[src/rtl/ace_snapshot_loader_if.sv]
// ace_snapshot_loader_if: hps_io download stream, CPU RAM port, arbitrated
// RAM port and core control lines of the Jupiter Ace snapshot loader.
// Defining ACE_LOADER_CHECKSUM_EN adds the load_sum signal.
interface ace_snapshot_loader_if;
    logic        ioctl_download;
    logic [7:0]  ioctl_index;
    logic        ioctl_wr;
    logic [7:0]  ioctl_dout;
    logic        ioctl_wait;
    logic [15:0] cpu_addr;
    logic [7:0]  cpu_dout;
    logic        cpu_we;
    logic [15:0] ram_addr;
    logic [7:0]  ram_din;
    logic        ram_we;
    logic        cpu_reset;
    logic        cpu_hold;
    logic        load_busy;
    logic        load_err;
`ifdef ACE_LOADER_CHECKSUM_EN
    logic [7:0]  load_sum;

    modport master (
        output ioctl_download, ioctl_index, ioctl_wr, ioctl_dout,
        output cpu_addr, cpu_dout, cpu_we,
        input  ioctl_wait, ram_addr, ram_din, ram_we,
        input  cpu_reset, cpu_hold, load_busy, load_err, load_sum
    );
    modport slave (
        input  ioctl_download, ioctl_index, ioctl_wr, ioctl_dout,
        input  cpu_addr, cpu_dout, cpu_we,
        output ioctl_wait, ram_addr, ram_din, ram_we,
        output cpu_reset, cpu_hold, load_busy, load_err, load_sum
    );
`else
    modport master (
        output ioctl_download, ioctl_index, ioctl_wr, ioctl_dout,
        output cpu_addr, cpu_dout, cpu_we,
        input  ioctl_wait, ram_addr, ram_din, ram_we,
        input  cpu_reset, cpu_hold, load_busy, load_err
    );
    modport slave (
        input  ioctl_download, ioctl_index, ioctl_wr, ioctl_dout,
        input  cpu_addr, cpu_dout, cpu_we,
        output ioctl_wait, ram_addr, ram_din, ram_we,
        output cpu_reset, cpu_hold, load_busy, load_err
    );
`endif
endinterface

[src/rtl/ace_snapshot_loader.sv]
// ace_snapshot_loader: streams a .ACE snapshot from hps_io into main RAM,
// expanding ESC/count/value runs, and owns the RAM write port while loading.
// Optional: define ACE_LOADER_CHECKSUM_EN for the load_sum byte checksum.
module ace_snapshot_loader #(
    parameter logic [15:0] BASE_ADDR   = 16'h2000,
    parameter logic [7:0]  ESC_BYTE    = 8'hED,
    parameter int          HOLD_CYCLES = 3000000
) (
    input logic                  clk_sys,
    input logic                  reset_n,
    ace_snapshot_loader_if.slave bus
);
    localparam int          TW        = $clog2(HOLD_CYCLES + 1);
    localparam logic [TW-1:0] HOLD_LOAD = TW'(HOLD_CYCLES);

    typedef enum logic [2:0] {IDLE, START, LIT, CNT, VAL, FILL, HOLD} state_t;

    state_t        state_q, state_d;
    logic          dl_q;
    logic [15:0]   addr_q, ld_addr_q;
    logic [7:0]    ld_din_q, cnt_q, val_q, wr_byte;
    logic          ld_we_q, err_q;
    logic [TW-1:0] timer_q;
    logic          dl_rise, wr_lit, wr_fill, ld_cnt, ld_val, set_err, enter_hold, wait_c;
    logic          busy;
`ifdef ACE_LOADER_CHECKSUM_EN
    logic [7:0]    sum_q;
`endif

    assign dl_rise = bus.ioctl_download & ~dl_q;
    assign wr_byte = wr_fill ? val_q : bus.ioctl_dout;
    assign busy    = (state_q != IDLE);

    // Previous ioctl_download level for rising-edge detection
    always_ff @(posedge clk_sys or negedge reset_n) begin
        if (!reset_n) dl_q <= 1'b0;
        else          dl_q <= bus.ioctl_download;
    end

    // State register
    always_ff @(posedge clk_sys or negedge reset_n) begin
        if (!reset_n) state_q <= IDLE;
        else          state_q <= state_d;
    end

    // Next state and per-cycle strobes; a dropped download aborts any byte phase,
    // but a run already in FILL is always finished first.
    always_comb begin
        state_d    = state_q;
        wr_lit     = 1'b0;
        wr_fill    = 1'b0;
        ld_cnt     = 1'b0;
        ld_val     = 1'b0;
        set_err    = 1'b0;
        enter_hold = 1'b0;
        wait_c     = 1'b0;
        case (state_q)
            IDLE:  if (dl_rise && bus.ioctl_index != 8'd0) state_d = START;
            START: state_d = LIT;
            LIT: begin
                if (!bus.ioctl_download) begin
                    set_err = 1'b1;
                    state_d = HOLD;
                end else if (bus.ioctl_wr) begin
                    if (bus.ioctl_dout == ESC_BYTE) state_d = CNT;
                    else                            wr_lit  = 1'b1;
                end
            end
            CNT: begin
                if (!bus.ioctl_download) begin
                    set_err = 1'b1;
                    state_d = HOLD;
                end else if (bus.ioctl_wr) begin
                    ld_cnt  = 1'b1;
                    state_d = (bus.ioctl_dout == 8'd0) ? HOLD : VAL;
                end
            end
            VAL: begin
                if (!bus.ioctl_download) begin
                    set_err = 1'b1;
                    state_d = HOLD;
                end else if (bus.ioctl_wr) begin
                    ld_val  = 1'b1;
                    state_d = FILL;
                end
            end
            FILL: begin
                wr_fill = 1'b1;
                if (cnt_q == 8'd1) begin
                    if (!bus.ioctl_download) begin
                        set_err = 1'b1;
                        state_d = HOLD;
                    end else begin
                        state_d = LIT;
                    end
                end
            end
            HOLD:    if (timer_q == '0 && !bus.ioctl_download) state_d = IDLE;
            default: state_d = IDLE;
        endcase
        enter_hold = (state_d == HOLD) && (state_q != HOLD);
        // Stall is raised combinationally with the value byte so hps_io
        // never presents another byte during the expansion.
        wait_c     = ld_val || (state_q == FILL);
    end

    // Loader write port, address pointer and sticky error
    always_ff @(posedge clk_sys or negedge reset_n) begin
        if (!reset_n) begin
            addr_q    <= BASE_ADDR;
            ld_addr_q <= '0;
            ld_din_q  <= '0;
            ld_we_q   <= 1'b0;
            err_q     <= 1'b0;
        end else begin
            ld_we_q <= wr_lit | wr_fill;
            if (state_q == START) begin
                addr_q <= BASE_ADDR;
                err_q  <= 1'b0;
            end
            if (wr_lit || wr_fill) begin
                ld_addr_q <= addr_q;
                ld_din_q  <= wr_byte;
                addr_q    <= addr_q + 16'd1;
                if (addr_q == 16'hFFFF) err_q <= 1'b1;
            end
            if (set_err) err_q <= 1'b1;
        end
    end

    // Run count, run value and post-load hold timer
    always_ff @(posedge clk_sys or negedge reset_n) begin
        if (!reset_n) begin
            cnt_q   <= '0;
            val_q   <= '0;
            timer_q <= '0;
        end else begin
            if (ld_cnt)       cnt_q <= bus.ioctl_dout;
            else if (wr_fill) cnt_q <= cnt_q - 8'd1;
            if (ld_val)       val_q <= bus.ioctl_dout;
            if (enter_hold)                          timer_q <= HOLD_LOAD;
            else if (state_q == HOLD && timer_q != '0) timer_q <= timer_q - 1'b1;
        end
    end

`ifdef ACE_LOADER_CHECKSUM_EN
    // Modulo-256 sum of every byte the loader writes
    always_ff @(posedge clk_sys or negedge reset_n) begin
        if (!reset_n)                 sum_q <= '0;
        else if (state_q == START)    sum_q <= '0;
        else if (wr_lit || wr_fill)   sum_q <= sum_q + wr_byte;
    end
    assign bus.load_sum = sum_q;
`endif

    assign bus.ram_addr   = busy ? ld_addr_q : bus.cpu_addr;
    assign bus.ram_din    = busy ? ld_din_q  : bus.cpu_dout;
    assign bus.ram_we     = busy ? ld_we_q   : bus.cpu_we;
    assign bus.ioctl_wait = wait_c;
    assign bus.cpu_reset  = (state_q == START);
    assign bus.cpu_hold   = busy;
    assign bus.load_busy  = busy;
    assign bus.load_err   = err_q;
endmodule

[src/flat_wrapper.sv]
// flat-port wrapper written by rule: the top's interface ports become plain ports
module ace_snapshot_loader_flat 
#(
    parameter logic [15:0] BASE_ADDR   = 16'h2000,
    parameter logic [7:0]  ESC_BYTE    = 8'hED,
    parameter int          HOLD_CYCLES = 3000000
)
  (clk_sys, reset_n, bus_ioctl_download, bus_ioctl_index, bus_ioctl_wr, bus_ioctl_dout, bus_cpu_addr, bus_cpu_dout, bus_cpu_we, bus_ioctl_wait, bus_ram_addr, bus_ram_din, bus_ram_we, bus_cpu_reset, bus_cpu_hold, bus_load_busy, bus_load_err);
  ace_snapshot_loader_if bus_i ();
  input logic clk_sys;
  input logic reset_n;
  input wire logic [$bits(bus_i.ioctl_download)-1:0] bus_ioctl_download;
  input wire logic [$bits(bus_i.ioctl_index)-1:0] bus_ioctl_index;
  input wire logic [$bits(bus_i.ioctl_wr)-1:0] bus_ioctl_wr;
  input wire logic [$bits(bus_i.ioctl_dout)-1:0] bus_ioctl_dout;
  input wire logic [$bits(bus_i.cpu_addr)-1:0] bus_cpu_addr;
  input wire logic [$bits(bus_i.cpu_dout)-1:0] bus_cpu_dout;
  input wire logic [$bits(bus_i.cpu_we)-1:0] bus_cpu_we;
  output wire logic [$bits(bus_i.ioctl_wait)-1:0] bus_ioctl_wait;
  output wire logic [$bits(bus_i.ram_addr)-1:0] bus_ram_addr;
  output wire logic [$bits(bus_i.ram_din)-1:0] bus_ram_din;
  output wire logic [$bits(bus_i.ram_we)-1:0] bus_ram_we;
  output wire logic [$bits(bus_i.cpu_reset)-1:0] bus_cpu_reset;
  output wire logic [$bits(bus_i.cpu_hold)-1:0] bus_cpu_hold;
  output wire logic [$bits(bus_i.load_busy)-1:0] bus_load_busy;
  output wire logic [$bits(bus_i.load_err)-1:0] bus_load_err;
  assign bus_i.ioctl_download = bus_ioctl_download;
  assign bus_i.ioctl_index = bus_ioctl_index;
  assign bus_i.ioctl_wr = bus_ioctl_wr;
  assign bus_i.ioctl_dout = bus_ioctl_dout;
  assign bus_i.cpu_addr = bus_cpu_addr;
  assign bus_i.cpu_dout = bus_cpu_dout;
  assign bus_i.cpu_we = bus_cpu_we;
  assign bus_ioctl_wait = bus_i.ioctl_wait;
  assign bus_ram_addr = bus_i.ram_addr;
  assign bus_ram_din = bus_i.ram_din;
  assign bus_ram_we = bus_i.ram_we;
  assign bus_cpu_reset = bus_i.cpu_reset;
  assign bus_cpu_hold = bus_i.cpu_hold;
  assign bus_load_busy = bus_i.load_busy;
  assign bus_load_err = bus_i.load_err;
  ace_snapshot_loader #(.BASE_ADDR(BASE_ADDR), .ESC_BYTE(ESC_BYTE), .HOLD_CYCLES(HOLD_CYCLES)) u_core (.clk_sys(clk_sys), .reset_n(reset_n), .bus(bus_i));
endmodule
[config.mk]
export PLATFORM = sky130hd
export DESIGN_NAME = ace_snapshot_loader_flat
export DESIGN_NICKNAME = d
export VERILOG_FILES = /design/src/rtl/ace_snapshot_loader_if.sv /design/src/rtl/ace_snapshot_loader.sv /design/src/flat_wrapper.sv
export SDC_FILE = /design/constraint.sdc
export NUM_CORES = 1
export LEC_CHECK = 0
export CORE_ASPECT_RATIO = 1.4
export CORE_MARGIN = 3
export CORE_UTILIZATION = 65
export DETAILED_ROUTE_END_ITERATION = 10
export DONT_BUFFER_PORTS = 1
export PLACE_DENSITY = 0.9
export SYNTH_ARGS = -nofsm -noshare
export SYNTH_HDL_FRONTEND = slang
export SYNTH_SLANG_ARGS = --single-unit
export TNS_END_PERCENT = 10
[constraint.sdc]
create_clock -name clk_sys -period 4 [get_ports clk_sys]
set_input_delay 0.4 -clock clk_sys [delete_from_list [all_inputs] [get_ports clk_sys]]
set_output_delay 0.4 -clock clk_sys [all_outputs]
set_load 0.01 [all_outputs]
==> impl_metrics.yaml <==
clock_tree:
  holdBufCountCts: 2
  worst_setup_hold_path_clk_slew_ns: 0.08
  clockRootBuffer: "sky130_fd_sc_hd__clkbuf_8"
  post_cts.resized_instances: 0
  cts_tree: "yes"
  worst_skew_pair.late_latency_ns: 0.37
  tritoncts.num_buffers: 9
  cts_buffer_depth: 2
  post_cts.repair.setup_buffers: 0
  max_h_tree_level: 3
  clock_sinks: 84
cells_and_area:
  layout.area.seq_um2: 2100
  layout_commonest_cell: "sky130_fd_sc_hd__dfrtp_1"
  num-nets-final: 515
  post_route_cells_drive_above_1_share: 0.149
  multi_input_comb_area_um2: 2330
  area_delta_synth_final_pct: 6.49
  final_design_area_no_fill_um2: 4870
  final_util: 0.726
  num_antenna_cells: 0
  fillerInstances: 481
  most-common-layout-cells: "sky130_fd_sc_hd__dfrtp_1 (83), sky130_fd_sc_hd__nand2_1 (82), sky130_fd_sc_hd__mux2_2 (34)"
synthesis:
  synth_cell_type_count: 64
  syn_inst: 473
  post_synth_mux_area_share: 0.108
  synth_area_per_cell_um2: 9.66
  synth_flop_type: "sky130_fd_sc_hd__dfrtp_1"
  synth_xor_xnor_area_share: 0.0268
  synth_compound_gate_area_share: 0.134
  yosys.area_share.adder: 0.0137
  post_synth_main_area_contributors: "sky130_fd_sc_hd__dfrtp_1 (45%), sky130_fd_sc_hd__mux2_2 (8.4%), sky130_fd_sc_hd__nand2_1 (6.7%), sky130_fd_sc_hd__o21ai_0 (3.0%), sky130_fd_sc_hd__mux2i_1 (2.4%)"
  synthDominantAreaCellType: "sky130_fd_sc_hd__dfrtp_1"
  synth_simple_gate_area_frac: 0.224
  synthArstFlopShare: 1.00
  sequential_element_share_of_the_synthesized_area: 0.460
  ys_seq_elements: 84
  synth_top_cell_area_share: 0.455
  synthesis.area_um2: 4570
  yosys_warnings: 0
  syn_nets: 523
  synth_top_family_by_area: "simple AND/OR/NAND/NOR gates"
  synth_edf_count: 0
critical_path:
  signal_arrival_time_at_the_worst_endpoint_ns: 3.23
  critPathKind: "reg2reg"
  critical_path.max_fanout: 16
  setup.worst_path.end_class: "register"
  required_ns: 4.29
  cp-start-kind: "register"
pwr:
  power_report.internal_total_uw: 1910
  p_sw_uw: 1210
  cellPowerDensity_nw_per_um2: 641
  leakage_uw: 0.00197
  p_clk_frac: 0.212
  netSwitchingFraction: 0.387
  combPwrFrac: 0.368
  seq_power_share: 0.419
  vdd_drop_max_mv: 0.440
global_route:
  global_route_wire_length_before_repair_um: 16800
  globalRouteOverflowTotal: 0
  antenna_violations_before_repair: 0
  grt_start_max_net_pins: 85
  via_count_of_the_first_global_routing_pass: 3575
  grt_util_all_layers: 0.261
timing:
  timing.final.max_slew_violations: 0
  worst_hold_margin_ns: 0.0596
  max-slew-margin-rel: 0.273
  worst_clock_skew_ns: 0.0106
  fin_crit_sh: 0.734
  final_hold_viol_count: 0
  rsz_0062_raised_after_global_routing: "no"
  maxClockFrequency_mhz: 340
  period_minus_slack_ns: 2.94
  tns_ns: 0
  worst_slew_pin_slew_ns: 1.08
  count_of_final_setup_violators: 0
placement:
  dpl-instance-area_um2: 4610
  hpwl_um: 6770
  gp_congestion: 0.911
  port_buffers: 0
floorplan:
  die_y_um: 105
  std_cell_rows: 35
  boundaryPins: 75
  start_util: 0.682
  die_area_um2: 8090
  dieWidth_um: 76.9
  core_um2: 6700
worst_hold_path:
  path_category_of_the_worst_min_delay_check: "in2reg"
job:
  drv_cap: 0
routing:
  routed_via_density: 6.39
  detail-route-antenna-nets: 0
  detailedRoute.firstPassIterationCount: 5
  routed_wirelength_um: 9860
  drt-initial-drc-count: 176
  vias: 3593
  routedWlPerCell_um: 17.5
  drc_violations_left: 0
status:
  status: "complete, no violations"
kinds of logic (layout without fill, tap and decap cells):
kind of cell	Yosys count	in the layout
AND/OR/NAND/NOR	202	202
AO/OA/AOI/OAI	88	88
flip-flops	84	84
multiplexers	45	45
buffers and inverters	35	32
XOR/XNOR	14	14
adder cells (fa/ha/maj)	5	5
routing by layer:
metal / wire length, um / vias to the layer above / GRT usage
li1: - / 1694 / -
met1: 3830 / 1740 / 0.302
met2: 5170 / 140 / 0.440
met3: 630 / 19 / 0.0698
met4: 223 / 0 / 0.136
met5: 0 / - / 0
synth_stat cells, types with 4 or more instances:
library cell,count
sky130_fd_sc_hd__or3_1,10
sky130_fd_sc_hd__nand3_1,17
sky130_fd_sc_hd__nor3_1,17
sky130_fd_sc_hd__o21a_1,4
sky130_fd_sc_hd__ha_1,5
sky130_fd_sc_hd__nand2_1,82
sky130_fd_sc_hd__o31a_1,4
sky130_fd_sc_hd__a21o_1,5
sky130_fd_sc_hd__mux2_2,34
sky130_fd_sc_hd__nor4_1,10
sky130_fd_sc_hd__nor2_1,26
sky130_fd_sc_hd__inv_1,9
sky130_fd_sc_hd__a22o_1,6
sky130_fd_sc_hd__or4_1,5
sky130_fd_sc_hd__mux2i_1,11
sky130_fd_sc_hd__dfrtp_1,83
sky130_fd_sc_hd__nand4b_1,5
sky130_fd_sc_hd__a21oi_1,12
sky130_fd_sc_hd__o21ai_0,27
sky130_fd_sc_hd__a221o_1,4
sky130_fd_sc_hd__xor2_1,11
sky130_fd_sc_hd__nand4_1,4
sky130_fd_sc_hd__a31oi_1,4
sky130_fd_sc_hd__clkbuf_1,20
sequential cells by signal, indices dropped and copies added, names as in the netlist, 3 cells and up:
name / cells
u_core.timer_q: 22
u_core.addr_q: 16
u_core.ld_addr_q: 16
u_core.cnt_q: 8
u_core.ld_din_q: 8
u_core.val_q: 8
u_core.state_q: 3
power groups by stage:
stage | logic (uW) | registers [uW] | clock network [uW]
2_1_floorplan | 992 | 1210 | 0
3_3_place_gp | 1080 | 1300 | 0
3_5_place_dp | 1120 | 1320 | 0
4_1_cts | 1160 | 1300 | 672
5_1_grt | 1290 | 1340 | 713
6_report | 1150 | 1310 | 662
cell type report:
type,count,area share
multi-input combinational,354,0.478
sequential,84,0.432
clock buffer,10,0.0262
tap,92,0.0237
clock inverter,6,0.0183
timing repair buffer,6,0.0139
inverter,10,0.00771
metrics by stage:
stage	instances	power, uW	setup WS, ns
global placement	544	2380	1.23
floorplan	473	2200	1.59
global route	562	3340	0.844
CTS	562	3130	1.08
finish	562	3120	1.06
detailed placement	544	2440	1.10
worst max-delay path, stage by stage (launching register included):
cell	delay, ns
sky130_fd_sc_hd__dfrtp_1	0.54
sky130_fd_sc_hd__nand4b_1	0.33
sky130_fd_sc_hd__a211oi_2	0.90
sky130_fd_sc_hd__nor2_1	0.41
sky130_fd_sc_hd__o31a_1	0.38
sky130_fd_sc_hd__or3_1	0.30
path summary, 6_finish.rpt:
kind	depth (start not counted)	to	startpoint	slack [ns]
max	5	u_core.addr_q[13]	u_core.state_q[0]	1.06
min	0	u_core.dl_q	bus_ioctl_download	0.06
max reg2reg	5	u_core.addr_q[13]	u_core.state_q[0]	1.06
min reg2reg	2	u_core.ld_addr_q[8]	u_core.ld_addr_q[8]	0.47
max in group asynchronous	2	u_core.addr_q[13]	reset_n	3.06
min in group asynchronous	2	u_core.ld_din_q[0]	reset_n	0.60
Power figures use the tool's default switching activity.
